===== src/rtl/regn_pipe.sv =====
// Elastic valid/ready pipeline register: DEPTH stages of WIDTH bits with bubble
// collapsing, synchronous flush and a registered occupancy count.
module regn_pipe #(
    parameter int unsigned       WIDTH = 32,
    parameter int unsigned       DEPTH = 2,
    parameter logic [WIDTH-1:0]  INIT  = '0
) (
    input  logic                         clk,
    input  logic                         rst,
    input  logic                         flush,
    input  logic                         in_valid,
    output logic                         in_ready,
    input  logic [WIDTH-1:0]             in_data,
    output logic                         out_valid,
    input  logic                         out_ready,
    output logic [WIDTH-1:0]             out_data,
    output logic [$clog2(DEPTH+1)-1:0]   count
);

    localparam int CW = $clog2(DEPTH + 1);

    logic [DEPTH-1:0] v_q, v_d;
    logic [WIDTH-1:0] d_q [DEPTH];
    logic [WIDTH-1:0] d_d [DEPTH];
    logic [CW-1:0]    count_q, count_d;

    logic [DEPTH-1:0] rdy;
    logic [DEPTH-1:0] src_v;
    logic [WIDTH-1:0] src_d [DEPTH];
    logic             in_fire;

    // A stage is ready if it or any stage downstream of it is empty, or the sink accepts.
    always_comb begin
        logic acc;
        // NOTE: blocking '=' in combinational logic; the scalar accumulator must see its own update.
        acc = out_ready;
        for (int i = DEPTH - 1; i >= 0; i--) begin
            acc    = acc | ~v_q[i];
            rdy[i] = acc;
        end
    end

    assign in_ready = rdy[0] & ~flush;
    assign in_fire  = in_valid & in_ready;

    always_comb begin
        src_v[0] = in_fire;
        src_d[0] = in_data;
        for (int i = 1; i < DEPTH; i++) begin
            src_v[i] = v_q[i-1];
            src_d[i] = d_q[i-1];
        end
    end

    always_comb begin
        // NOTE: every output gets a hold default first so no path leaves it unassigned (no latch).
        v_d = v_q;
        for (int i = 0; i < DEPTH; i++) begin
            d_d[i] = d_q[i];
            if (rdy[i]) begin
                v_d[i] = src_v[i];
                if (src_v[i]) begin
                    d_d[i] = src_d[i];
                end
            end
        end

        // Flush empties the pipe but leaves the data registers untouched.
        if (flush) begin
            v_d = '0;
            for (int i = 0; i < DEPTH; i++) begin
                d_d[i] = d_q[i];
            end
        end

        count_d = '0;
        for (int i = 0; i < DEPTH; i++) begin
            count_d = count_d + CW'(v_d[i]);
        end
    end

    always_ff @(posedge clk or posedge rst) begin
        if (rst) begin
            v_q     <= '0;
            count_q <= '0;
            // NOTE: the data array is reset too, because out_data must read INIT straight after reset.
            for (int i = 0; i < DEPTH; i++) begin
                d_q[i] <= INIT;
            end
        end else begin
            v_q     <= v_d;
            count_q <= count_d;
            for (int i = 0; i < DEPTH; i++) begin
                d_q[i] <= d_d[i];
            end
        end
    end

    assign out_valid = v_q[DEPTH-1];
    assign out_data  = d_q[DEPTH-1];
    assign count     = count_q;

endmodule

===== config.mk =====
export PLATFORM = sky130hd
export DESIGN_NAME = regn_pipe
export DESIGN_NICKNAME = d
export VERILOG_FILES = /design/src/rtl/regn_pipe.sv
export SDC_FILE = /design/constraint.sdc
export NUM_CORES = 1
export LEC_CHECK = 0
export CAP_MARGIN = 10
export CORE_UTILIZATION = 49
export DETAILED_ROUTE_END_ITERATION = 10
export HOLD_SLACK_MARGIN = 0.12
export PLACE_DENSITY = 0.85
export SETUP_SLACK_MARGIN = 0.3
export SLEW_MARGIN = 20
export SYNTH_ARGS = -nofsm -noshare
export SYNTH_HDL_FRONTEND = slang
export SYNTH_SLANG_ARGS = --single-unit

===== constraint.sdc =====
create_clock -name clk -period 2.64 [get_ports clk]
set_input_delay 0.396 -clock clk [delete_from_list [all_inputs] [get_ports clk]]
set_output_delay 0.396 -clock clk [all_outputs]
set_load 0.02 [all_outputs]

# After elaboration in Yosys (flattened, before gate mapping)
# Cells that the tools add are included.
[totals]
ff_bits = 68
inputBits = 37
out_inout_bits = 36
wordCells = 17
[op_classes]
n_addsub = 1
muxes = 3
bitwise = 7
n_reduce_logical = 2
[op_table]
columns = ["cell", "count"]
rows = [
  ["$reduce_and 3->1", 2],
  ["$not 1->1", 3],
  ["$add 1x1->2", 1],
  ["$and 1x1->1", 2],
  ["$mux 1", 2],
  ["$mux 2", 1],
  ["$or 1x1->1", 2],
]

# Depth between registers and ports, before layout
[logic_depth]
word_depth = 8
ltp_mapped = 5

# Worst setup path after synthesis
# No wires, ideal clock.
[synth_timing]
path_kind = "register -> register"
from = "register v_q[1]"
to = "register d_q[32] (netlist bit)"
setup_ns = 0.125
arrival_ns = 1.573
required_ns = 2.515
path_slack_ns = 0.942
stages_incl_launch_ff = 6
n_path_buf = 2
period_less_slack_ns = 1.698
cell_sequence = "dfrtp_1 -> and3b_1 -> or3b_1 -> buf_6 -> buf_12 -> mux2_4"
[synth_via]
elab_chain_cells = 6
[synth_lines]
columns = ["element", "line", "rtl"]
rows = [
  ["start, declared", "22", "logic [DEPTH-1:0] v_q, v_d;"],
  ["start signal, assigned", "91", "v_q <= v_d;"],
  ["$not 1->1 *", "38", "acc = acc | ~v_q[i];"],
  ["$or 1x1->1 * (2 in a row)", "38", ""],
  ["$and 1x1->1", "43", "assign in_ready = rdy[0] & ~flush;"],
  ["$and 1x1->1", "44", "assign in_fire = in_valid & in_ready;"],
  ["$reduce_and 3->1 (no source line) *", "n/a", ""],
  ["end signal, assigned by index", "94", "d_q[i] <= d_d[i];"],
  ["end, declared", "23", "logic [WIDTH-1:0] d_q [DEPTH];"],
]
# Mark *: on every way between the ends. The rest lies on a longest branch, timed or not.
# A chain may end at the register's enable or synchronous reset.

# Worst setup path after layout
[layout_timing]
from = "input out_ready"
to = "output in_ready"
[layout_via]
elab_chain_cells = 3
[layout_lines]
columns = ["element", "line", "rtl"]
rows = [
  ["start, declared", "15", "input logic out_ready,"],
  ["$or 1x1->1 (2 in a row)", "38", ""],
  ["$and 1x1->1", "43", ""],
  ["end, declared", "12", "output logic in_ready,"],
]
# No other way between the ends.

==> results.cfg <==
[global_route]
antenna_found_initial = 0
overflow = 0
grt_pass1_wl_mm = 7.59
grt_pass1_vias = 1553
grt_max_degree = 39
grtUsageTotal = 0.166

[clock_network]
cts_sinks = 68
cts_made_buffers = 9
clock_path_buffers = 2
hold_buffers = 0
cts_tree = yes
clk_pin_slew_ns = 0.07
cts_setup_buffers = 0
cts-root-buf = clkbuf_8
htree_levels = 3
clkLatencyLatePin_ns = 0.34
cts_resized = 0

[die]
dieArea_um2 = 6300
io_pins = 73
die_h_um = 79.4
core_um2 = 5640
fp.dieW_um = 79.4
rows = 27
start_util = 0.520

[yosys]
syn-num-nets = 220
synthFlopType = dfrtp_1
synth-seq-cells = 68
async_flop_share = 1.00
syn_inst = 182
synth_edf_count = 0
ys_warn_count = 0
syn_avg_cell_area_um2 = 16.1
synth_area_um2 = 2930
synth_cell_types = 14
ys_seq_area_frac = 0.580

[pwr]
powerDensity_nw_per_um2 = 868
swShare = 0.265
cellInternalPower_uw = 2350
p_sw_uw = 847
peakVddDrop_uv = 439
p_seq_frac = 0.434
clock_power_share = 0.291
comb_power_share = 0.275
leakage_uw = 0.00166

[job]
maxCapViolCount = 0

[placement]
hpwl_mm = 3.01
dp_slack_ns = 0.325
place.gp.congestion = 0.709
numPortBuffers = 72

[finish]
synthToLayoutAreaGrowth_pct = 25.4
drive_above_1_share = 0.364
seq_area_um2 = 1700
nets = 269
fill_cells = 416
diodes = 0
multiInputGateArea_um2 = 908

[timing]
finClkSkew_ns = 0.00797
finalHoldViolations = 0
min_period_ns = 2.17
slew_headroom = 0.609
fmax_mhz = 461
period_share = 0.821
setup_tns_ns = 0
maxSlewViolCount = 0
setup_viol = 0
rsz0062_at_grt = no
layout_setup_ws_ns = 0.472
worst_slew_pin_slew_ns = 0.586

[setup_path]
worstSetupPathType = primary input to output pin
required_ns = 2.24
critPathLaunchType = primary input
worstPathArrival_ns = 1.77
cp_max_fo = 3
end_kind = output pin

[drt]
drt_pass1_iterations = 4
wl_per_cell_um = 14.5
wl_met3_um = 314
drcViolationCount = 0
wl_met1_mm = 2.10
maxUsedRoutingLayer = met4
routed_wl_mm = 4.48
vias = 1468
drtIter0Drc = 47
viasPerCell = 4.77
met2WireLength_mm = 1.99
final_antenna_net_count = 0

[outcome]
status = finished, final reports clean

[hold_path]
hp-class = primary input to async pin
-- power by group through the flow --
stage               sequential, uW  clock [uW]  combinational, uW
floorplan                     1370           0                716
global placement              1400           0                871
detailed placement            1400           0                889
CTS                           1390         957                890
global route                  1420        1000                929
finish                        1390         929                879
-- final timing paths --
path | start | to | slack [ns] | cells after the start
max | out_ready | in_ready | 0.47 | 4
min | rst | d_q[60] | 0.46 | 3
max reg2reg | v_q[0] | d_q[46] | 0.78 | 4
min reg2reg | d_q[58] | out_data[26] | 0.50 | 1
max in group asynchronous | rst | out_data[10] | 1.82 | 3
min in group clk | d_q[58] | out_data[26] | 0.50 | 1
-- kinds of logic after synthesis --
family,after synthesis,share of synthesized area
and+or+nand+nor,9,0.0192
DFF,68,0.580
muxes,64,0.284
buffers and inverters,40,0.113
adders and majority gates,1,0.00426
-- Yosys cell counts (3+ instances only) --
cell type	count	share of area
buf_12	3	0.020
buf_2	3	0.0051
buf_4	32	0.082
dfrtp_1	68	0.58
mux2_2	34	0.13
mux2_4	30	0.15
nor2_1	5	0.0064
-- critical path, cell delays in order --
cell and delay, ns:
clkdlybuf4s50_1 0.46, and3b_1 0.19, nor2_1 0.10, clkdlybuf4s50_1 0.62
-- per-stage QoR --
stage / util / instances / hold WS, ns / cell area [um2] / power [uW]
finish: 0.652 / 308 / 0.463 / 3680 / 3190
global route: 0.652 / 308 / 0.514 / 3680 / 3350
CTS: 0.652 / 308 / 0.458 / 3680 / 3230
detailed placement: 0.614 / 292 / 0.489 / 3460 / 2290
global placement: 0.614 / 292 / 0.483 / 3460 / 2270
floorplan: - / 182 / 0.474 / 2930 / 2090
-- cell type report --
class,instances,area share
timing repair buffer,77,0.206
tap,72,0.0245
inverter,1,0.00102
multi-input combinational,74,0.247
clock buffer,12,0.0394
sequential,68,0.462
clock inverter,4,0.0197
-- cell usage in the layout (no fill, tap or decap) --
cell type and instances:
dfrtp_1 68, mux2_2 34, nor3b_4 1, clkbuf_1 2, and2b_1 1, inv_2 1, clkbuf_8 10, ha_1 1
buf_4 5, or3b_2 1, bufinv_16 2, nor2_1 5, clkinv_2 1, mux2_4 30, clkdlybuf4s50_1 72, and3b_1 1
clkinvlp_4 1
-- registers in the layout (all words and copies together), names as in the netlist --
name,count
out_data,32
v_q,2
d_q,32
count,2
-- routing by layer --
metal | global-route usage | vias to the layer above
met4 | 0.0764 | 0
met1 | 0.213 | 731
met5 | 0 | -
met2 | 0.238 | 52
met3 | 0.0766 | 7
li1 | - | 678
Note: power is estimated with default switching activity, not from simulation.
